<file path="config.mk">
export PLATFORM = sky130hd
export DESIGN_NAME = muon_pair_trigger
export DESIGN_NICKNAME = d
export VERILOG_FILES = /design/src/rtl/muon_trig_pkg.sv /design/src/rtl/muon_pair_trigger_edge_sync_filter.sv /design/src/rtl/muon_pair_trigger.sv
export SDC_FILE = /design/constraint.sdc
export NUM_CORES = 1
export LEC_CHECK = 0
export BUFFER_PORTS_ARGS = -buffer_cell sky130_fd_sc_hd__buf_4
export CORE_MARGIN = 4
export CORE_UTILIZATION = 56
export DETAILED_ROUTE_END_ITERATION = 10
export PLACE_DENSITY = 0.81
export SYNTH_ARGS = -nofsm -noshare
export SYNTH_HDL_FRONTEND = slang
export SYNTH_HIERARCHICAL = 1
export SYNTH_SLANG_ARGS = --single-unit
</file>
<file path="constraint.sdc">
create_clock -name i_clk -period 5.69 [get_ports i_clk]
set_input_delay 0.8535 -clock i_clk [delete_from_list [all_inputs] [get_ports i_clk]]
set_output_delay 0.8535 -clock i_clk [all_outputs]
set_load 0.02 [all_outputs]
</file>
<file path="src/rtl/muon_trig_pkg.sv">
// Shared types and constants for the muon pair trigger: FSM states, edge-path latency
// and the event-record layout used by consumers of the trigger output.
package muon_trig_pkg;

    localparam int EDGE_LAT   = 3;
    localparam int REC_CNT_W  = 16;
    localparam int REC_MAX_CH = 8;

    typedef enum logic [1:0] {
        IDLE    = 2'd0,
        ARMED   = 2'd1,
        REPORT  = 2'd2,
        HOLDOFF = 2'd3
    } trig_state_t;

    typedef struct packed {
        logic [REC_CNT_W-1:0]  delta;
        logic [REC_MAX_CH-1:0] ch_first;
        logic [REC_MAX_CH-1:0] ch_second;
    } ev_rec_t;

endpackage

</file>
<file path="src/rtl/muon_pair_trigger_edge_sync_filter.sv">
// Per-channel synchroniser and rise filter: a rise is one low sample followed by two
// consecutive high samples, which rejects single-sample glitches on the discriminator.
module edge_sync_filter #(
    parameter int SYNC_STG = 3
) (
    input  logic i_clk,
    input  logic i_rstn,
    input  logic i_async,
    output logic o_rise
);

    logic [SYNC_STG-1:0] r_sync;
    logic                r_rise;

    // Taps sit on the three oldest stages, so extra depth adds latency equally to both pulses.
    always_ff @(posedge i_clk) begin
        if (!i_rstn) begin
            r_sync <= '0;
            r_rise <= 1'b0;
        end else begin
            r_sync <= {r_sync[SYNC_STG-2:0], i_async};
            r_rise <= ~r_sync[SYNC_STG-1] & r_sync[SYNC_STG-2] & r_sync[SYNC_STG-3];
        end
    end

    assign o_rise = r_rise;

endmodule

</file>
<file path="src/rtl/muon_pair_trigger.sv">
// Muon pair trigger: detects a first/second discriminator pulse pair within [min_dt, window]
// and reports it over valid/ready. Define MUON_PAIR_TIMESTAMP_EN to add a 48-bit first-pulse timestamp.
module muon_pair_trigger
    import muon_trig_pkg::*;
#(
    parameter int N_CH     = 2,
    parameter int CNT_W    = 16,
    parameter int SYNC_STG = 3,
    parameter int STAT_W   = 32
) (
    input  logic              i_clk,
    input  logic              i_rstn,
    input  logic              i_enable,
    input  logic [N_CH-1:0]   i_trig_in,
    input  logic [CNT_W-1:0]  i_window,
    input  logic [CNT_W-1:0]  i_min_dt,
    input  logic [CNT_W-1:0]  i_holdoff,
    output logic              o_ev_valid,
    input  logic              i_ev_ready,
    output logic [CNT_W-1:0]  o_ev_delta,
    output logic [N_CH-1:0]   o_ev_ch_first,
    output logic [N_CH-1:0]   o_ev_ch_second,
    output logic              o_double_trig,
    output logic              o_busy,
    output logic [STAT_W-1:0] o_single_cnt,
    output logic [STAT_W-1:0] o_double_cnt,
    output logic [STAT_W-1:0] o_lost_cnt
`ifdef MUON_PAIR_TIMESTAMP_EN
    ,
    output logic [47:0]       o_ev_tstamp
`endif
);

    logic [N_CH-1:0]   w_edge;
    logic              w_any_edge;
    logic [CNT_W-1:0]  w_dnext;
    logic [CNT_W-1:0]  w_hnext;
    logic              w_in_window;

    trig_state_t       r_state;
    logic [CNT_W-1:0]  r_dcnt;
    logic [CNT_W-1:0]  r_hcnt;
    logic [CNT_W-1:0]  r_ev_delta;
    logic [N_CH-1:0]   r_ch_first;
    logic [N_CH-1:0]   r_ch_second;
    logic              r_ev_valid;
    logic              r_double_trig;
    logic              r_busy;
    logic [STAT_W-1:0] r_single_cnt;
    logic [STAT_W-1:0] r_double_cnt;
    logic [STAT_W-1:0] r_lost_cnt;

    for (genvar g = 0; g < N_CH; g++) begin : g_ch
        edge_sync_filter #(
            .SYNC_STG (SYNC_STG)
        ) u_filter (
            .i_clk   (i_clk),
            .i_rstn  (i_rstn),
            .i_async (i_trig_in[g]),
            .o_rise  (w_edge[g])
        );
    end

    // Delta saturates so an all-ones window never times out.
    assign w_any_edge  = |w_edge;
    assign w_dnext     = (r_dcnt == '1) ? r_dcnt : r_dcnt + CNT_W'(1);
    assign w_hnext     = r_hcnt + CNT_W'(1);
    assign w_in_window = (w_dnext >= i_min_dt) && (w_dnext <= i_window);

`ifdef MUON_PAIR_TIMESTAMP_EN
    logic [47:0] r_tstamp;
    logic [47:0] r_ev_tstamp;

    always_ff @(posedge i_clk) begin
        if (!i_rstn) r_tstamp <= '0;
        else         r_tstamp <= r_tstamp + 48'd1;
    end

    assign o_ev_tstamp = r_ev_tstamp;
`endif

    always_ff @(posedge i_clk) begin
        if (!i_rstn) begin
            r_state       <= IDLE;
            r_dcnt        <= '0;
            r_hcnt        <= '0;
            r_ev_delta    <= '0;
            r_ch_first    <= '0;
            r_ch_second   <= '0;
            r_ev_valid    <= 1'b0;
            r_double_trig <= 1'b0;
            r_busy        <= 1'b0;
            r_single_cnt  <= '0;
            r_double_cnt  <= '0;
            r_lost_cnt    <= '0;
`ifdef MUON_PAIR_TIMESTAMP_EN
            r_ev_tstamp   <= '0;
`endif
        end else begin
            r_double_trig <= 1'b0;
            case (r_state)
                IDLE: begin
                    if (w_any_edge && i_enable && (i_window != '0)) begin
                        r_ch_first <= w_edge;
                        r_dcnt     <= '0;
                        r_busy     <= 1'b1;
                        r_state    <= ARMED;
`ifdef MUON_PAIR_TIMESTAMP_EN
                        r_ev_tstamp <= r_tstamp;
`endif
                    end
                end
                ARMED: begin
                    if (!i_enable) begin
                        r_busy  <= 1'b0;
                        r_state <= IDLE;
                    end else if (w_any_edge && w_in_window) begin
                        r_ev_delta    <= w_dnext;
                        r_ch_second   <= w_edge;
                        r_double_trig <= 1'b1;
                        r_ev_valid    <= 1'b1;
                        r_double_cnt  <= r_double_cnt + STAT_W'(r_double_cnt != '1);
                        r_state       <= REPORT;
                    end else if (w_dnext > i_window) begin
                        r_single_cnt <= r_single_cnt + STAT_W'(r_single_cnt != '1);
                        r_busy       <= 1'b0;
                        r_state      <= IDLE;
                    end else begin
                        // Early edges inside the afterpulse veto still widen the first-pulse mask.
                        if (w_any_edge) r_ch_first <= r_ch_first | w_edge;
                        r_dcnt <= w_dnext;
                    end
                end
                REPORT: begin
                    if (w_any_edge) r_lost_cnt <= r_lost_cnt + STAT_W'(r_lost_cnt != '1);
                    if (i_ev_ready) begin
                        r_ev_valid <= 1'b0;
                        r_hcnt     <= '0;
                        if (i_holdoff == '0) begin
                            r_busy  <= 1'b0;
                            r_state <= IDLE;
                        end else begin
                            r_state <= HOLDOFF;
                        end
                    end
                end
                HOLDOFF: begin
                    if (w_any_edge) r_lost_cnt <= r_lost_cnt + STAT_W'(r_lost_cnt != '1);
                    if (!i_enable || (w_hnext >= i_holdoff)) begin
                        r_busy  <= 1'b0;
                        r_state <= IDLE;
                    end else begin
                        r_hcnt <= w_hnext;
                    end
                end
                default: begin
                    r_busy     <= 1'b0;
                    r_ev_valid <= 1'b0;
                    r_state    <= IDLE;
                end
            endcase
        end
    end

    assign o_ev_valid     = r_ev_valid;
    assign o_ev_delta     = r_ev_delta;
    assign o_ev_ch_first  = r_ch_first;
    assign o_ev_ch_second = r_ch_second;
    assign o_double_trig  = r_double_trig;
    assign o_busy         = r_busy;
    assign o_single_cnt   = r_single_cnt;
    assign o_double_cnt   = r_double_cnt;
    assign o_lost_cnt     = r_lost_cnt;

endmodule
</file>
# ---- Word level (Yosys, flattened, before mapping)
# Cells that the tools add are included.
# Widths: inputs -> output; s select.
dict set report word_totals {
  out_inout_bits 119
  input_bits 54
  elab_cells 113
  ff_bits 161
}
dict set report classes {
  order_cmp 4
  n_bitwise 8
  reduce_logical 24
  eq_ne 20
  mux 36
  add_sub_neg 5
}
# op count
set op_table {}
lappend op_table {{$mux 16} 7}
lappend op_table {{$add 32x1->32} 3}
lappend op_table {{$ne 32x32->1 const B} 3}
lappend op_table {{$pmux 16 s2} 2}
lappend op_table {{$add 16x1->16 const B} 2}
lappend op_table {{$ge 16x16->1} 2}
lappend op_table {{$mux 2} 12}
lappend op_table {{$ne 2x2->1 const B} 10}
lappend op_table {{$eq 16x16->1 const B} 1}
lappend op_table {{$gt 16x16->1} 1}
lappend op_table {{$le 16x16->1} 1}
lappend op_table {{$logic_not 16->1} 1}
lappend op_table {{$reduce_bool 16->1} 1}
lappend op_table {{$reduce_and 4->1} 3}
lappend op_table {{$reduce_and 6->1} 2}
lappend op_table {{$mux 1} 11}
lappend op_table {{$reduce_and 3->1} 3}
lappend op_table {{$pmux 2 s4} 1}
lappend op_table {{$ne 3x3->1 const B} 2}
lappend op_table {{$reduce_bool 2->1} 3}
lappend op_table {{$reduce_and 5->1} 1}
lappend op_table {{$and 1x1->1} 4}
lappend op_table {{$eq 2x2->1 const B} 2}
lappend op_table {{$logic_and 1x1->1} 4}
lappend op_table {{12 further kinds} 15}

# ---- Logic depth before layout (Yosys ltp)
dict set report logic_depth {
  ltp_word 8
  mapped_depth 16
  mapped_depth_nobuf 14
}

# ---- By module
# The synthesis kept the hierarchy.
# mod instances seq_area_each_um2 cells_per_inst area_each_um2
set by_module_without_submodules {}
lappend by_module_without_submodules {muon_pair_trigger 1 3062.9 1074 8622.0}
lappend by_module_without_submodules {edge_sync_filter 2 80.1 8 112.6}

# ---- Least setup slack after synthesis
# Ideal clock, no wire load.
dict set report synth_path {
  path_kind {register to register}
  startpoint {register r_dcnt[0]}
  endpoint {register r_double_cnt[28] (netlist: o_double_cnt[28])}
  setup_slack_ps 1593
  arrival_time_ps 3983
  period_less_slack_ps 4097
  setup_time_ps 115
  t_required_ps 5575
  stages_incl_launch_ff 16
  n_path_buf 1
  cell_sequence {dfxtp_1 -> ha_1 -> nand2_1 -> nor4_1 -> a21oi_1 -> nor2b_1 -> xnor2_1 -> ha_1 -> nand4_1 -> or3_1 -> or4_4 -> a31oi_4 -> o2111ai_1 -> buf_2 -> o31a_1 -> o21a_1}
}
dict set report synth_via {
  elab_chain_cells 6
  elab_cells_between_ends 8
  classes_between {add/sub: 1; order compare: 2; eq/ne: 1; mux: 1; reduce/logical: 3}
}
# item line
set synth_lines {}
lappend synth_lines {{start, declared} muon_pair_trigger.sv:41} ;# logic [CNT_W-1:0] r_dcnt;
lappend synth_lines {{start signal, assigned} muon_pair_trigger.sv:131} ;# r_dcnt <= w_dnext;
lappend synth_lines {{$add 16x1->16 or $eq 16x16->1 (tied branches)} muon_pair_trigger.sv:66} ;# assign w_dnext = (r_dcnt == '1) ? r_dcnt : r_dcnt + CNT_W'(1);
lappend synth_lines {{$mux 16 *} muon_pair_trigger.sv:66}
lappend synth_lines {{net w_dnext[8]} muon_pair_trigger.sv:36} ;# logic [CNT_W-1:0] w_dnext;
lappend synth_lines {{$ge 16x16->1 or $le 16x16->1 (tied branches)} muon_pair_trigger.sv:68} ;# assign w_in_window = (w_dnext >= i_min_dt) && (w_dnext <= i_window);
lappend synth_lines {{$logic_and 1x1->1 *} muon_pair_trigger.sv:68}
lappend synth_lines {{$logic_and 1x1->1 *} muon_pair_trigger.sv:117} ;# end else if (w_any_edge && w_in_window) begin
lappend synth_lines {{$reduce_and 3->1 (no source line) *} n/a}
lappend synth_lines {{end signal, assigned} muon_pair_trigger.sv:122} ;# r_double_cnt <= r_double_cnt + STAT_W'(r_double_cnt != '1);
lappend synth_lines {{end, declared} muon_pair_trigger.sv:50} ;# logic [STAT_W-1:0] r_double_cnt;
# The timed path passes the listed nets; every way through them passes the cells marked *.
# A chain may end at the register's enable or synchronous reset.

# ---- Final worst setup path
dict set report layout_path {
  startpoint {register r_dcnt[0]}
  endpoint {register r_double_cnt[26] (netlist: o_double_cnt[26])}
}
# Same word-level chain as after synthesis.

==> impl_metrics.ini <==
[grt]
grt_antenna_before_repair = 0
grt-ovfl-total = 0
grt_max_degree = 67
track_usage = 0.2645
grt_pass1_wl_mm = 38.88
grt_pass1_vias = 7877

[die]
pin_count = 173
rows = 45
die_h_um = 133.7
die-area_mm2 = 0.01787
die_w_um = 133.7
start_util = 0.5777
design.core.area_mm2 = 0.01531

[final_layout]
n_antenna_cell = 0
drive_gt1_frac = 0.1859
num-nets-final = 1356
area_growth_pct = 23.14
final_cells = 1470
n_fill_cell = 1304

[routing]
drc_errors = 0
finalWirelength_mm = 23.96
avgViaCountPerCell = 5.756
drtIter0Drc = 557
wire_per_inst_um = 16.30
drtPass1Iterations = 5
ant_nets = 0
vias = 8462

[critical_path]
crit_type = reg -> reg
cp.arrival_ps = 5440
critPathMaxFanout = 13
required_ps = 6030
startpoint_type = register
cp-end-kind = register

[clock_network]
cts_buffers = 17
clock-root-buffer = clkbuf_16
worstSkewPairLatency_ps = 420
cts_buffer_depth = 2
cts_resized = 0
h-tree-depth = 4
ctsHoldBuffers = 0
cts_tree = built
cts_setup_buffers = 0
cts_num_sinks = 161
path_clk_slew_ps = 60

[logic_synthesis]
synth_seq_cells = 161
ys_types = 67
ys_seq_area_frac = 0.3643
syn-cell-area_mm2 = 0.008847
synthArstFlopShare = 0
ys.flop_type = dfxtp_1
syn_avg_cell_area_um2 = 8.117
syn-num-nets = 1200
synth_edf_count = 0
ys_warn_count = 6
synthCells = 1090

[power]
power.leakage_nw = 4.606
peakVddDrop_mv = 0.2452
power.density_mw_per_mm2 = 219.9

[placed_design]
port_buffers = 172
gp_congestion = 0.9611
hpwl_mm = 17.85
placedCellCount = 1438

[sta]
finalHoldViolations = 0
fmax_ghz = 0.1962
fin_tns_setup_ps = 0
worst_pin_slew_ps = 1060
fin_crit_sh = 0.8956
slew_violations = 0
rsz0062_at_grt = no
maxSlewHeadroom = 0.2930
skew_ps = 9.689
setup_viol = 0
finalCriticalPeriod_ps = 5096

[flow_run]
max_cap_violations = 0

[run_status]
outcome = completed

[worst_hold_path]
hp-class = reg -> reg
==> where the power goes <==
part / switching [W] / internal (W) / total (W) / leakage, nW
logic: 0.0000724 / 0.0000482 / 0.000121 / 3.03
clock network: 0.000479 / 0.000653 / 0.00113 / 0.278
registers: 0.0000122 / 0.00113 / 0.00114 / 1.30
==> stage by stage <==
stage               instance area (um^2)  setup slack [ps]  hold WS [ps]  utilization  total power, W
finish                             10890             594.0         461.6       0.7114        0.002395
global route                       10890             84.00         493.9       0.7114        0.002468
CTS                                10890             668.2         464.6       0.7114        0.002408
detailed placement                 10310             687.6         455.8       0.6733        0.001288
global placement                   10310             840.7         444.9       0.6733        0.001285
floorplan                           8847              1593         436.8            -        0.001232
==> cell families after synthesis <==
group | Yosys count | synth area share
adder cells (fa/ha/maj) | 56 | 0.07920
buffers and inverters | 112 | 0.04936
AND/OR/NAND/NOR | 485 | 0.2769
flip-flops | 161 | 0.3643
XOR/XNOR | 77 | 0.07623
AO/OA/AOI/OAI | 186 | 0.1392
multiplexers | 13 | 0.01485
==> placed cells by master, fill, tap and decap left out, types with 11 or more instances in the layout <==
master,instances
nand2_1,100
xor2_1,37
and2_1,11
a21oi_1,73
o21ai_0,35
nand4_1,39
buf_4,183
nor4_1,26
and3_1,25
dfxtp_1,161
clkbuf_16,17
inv_1,65
mux2i_1,12
ha_1,56
nor2_1,124
xnor2_1,40
o21a_1,11
nand3_1,49
nor3_1,37
or3_1,23
==> area by class of cell <==
| class | instances | area, um^2 | area share |
|---|---|---|---|
| clock buffer | 18 | 429.2 | 0.03939 |
| tap | 211 | 264.0 | 0.02423 |
| clock inverter | 14 | 153.9 | 0.01413 |
| multi-input combinational | 817 | 5201 | 0.4774 |
| inverter | 66 | 249.0 | 0.02286 |
| timing repair buffer | 183 | 1374 | 0.1261 |
| sequential | 161 | 3223 | 0.2959 |
==> routing by layer <==
metal	part of all wire	vias up	routed length, um	track usage
li1	-	4191	-	-
met1	0.44	3987	10420	0.3429
met2	0.48	248	11490	0.4424
met3	0.069	36	1646	0.06760
met4	0.017	0	398	0.06571
met5	0	-	0	0
==> final timing paths <==
| path | startpoint | endpoint | slack (ps) | cells after the start |
|---|---|---|---|---|
| worst max register to register | r_dcnt[0] | o_double_cnt[26] | 590 | 14 |
| worst min-delay path | o_ev_ch_second[1] | o_ev_ch_second[1] | 460 | 2 |
| worst max-delay path | r_dcnt[0] | o_double_cnt[26] | 590 | 14 |
| worst min register to register | o_ev_ch_second[1] | o_ev_ch_second[1] | 460 | 2 |
==> cells in the mapped netlist (all sizes together), types with 2 or more instances <==
library cell / count / area [um^2]
a32o: 8 / 80.08
a2111oi: 3 / 26.28
o21a: 11 / 82.58
dfxtp: 161 / 3223
o21ai: 37 / 185.2
and3: 25 / 156.4
o311ai: 2 / 17.52
nor2: 124 / 465.5
clkbuf: 38 / 142.6
a21boi: 2 / 15.02
o2111ai: 5 / 61.31
nor2b: 5 / 31.28
and4: 4 / 35.03
nor3: 39 / 205.2
a31oi: 4 / 40.04
inv: 66 / 247.7
xor2: 37 / 324.1
a211oi: 4 / 30.03
and4b: 2 / 20.02
xnor2: 40 / 350.3
or4: 10 / 78.82
a21oi: 73 / 365.4
o31a: 5 / 43.79
nand3b: 3 / 22.52
mux2i: 12 / 120.1
nor3b: 3 / 22.52
o2111a: 8 / 90.09
o31ai: 10 / 75.07
nand3: 50 / 255.3
nand2b: 7 / 43.79
nand4: 40 / 256.5
o41ai: 2 / 17.52
nor4: 27 / 183.9
or3: 23 / 143.9
and2: 18 / 120.1
buf: 8 / 46.29
nand2: 100 / 375.4
ha: 56 / 700.7
or2: 4 / 25.03
==> worst max-delay path, cell delays in order (launching register included) <==
cell and delay [ps]:
dfxtp_1 420, ha_1 290, nand2_1 90, nor4_1 580, a21oi_1 300, nor2b_1 220
xnor2_1 320, ha_1 180, nand4_1 130, or4_1 540, or2_1 300, nor2_1 430
o2111ai_1 470, or4_1 560, a21oi_1 170
==> flip-flops by register name (all words and copies together), names as in the netlist, 6 cells and up <==
register and flops:
r_hcnt 16, o_single_cnt 32, o_ev_delta 16, g_ch.u_filter/r_sync 6, o_double_cnt 32, r_dcnt 16
o_lost_cnt 32
No activity file was read; power rests on OpenSTA's default activity.
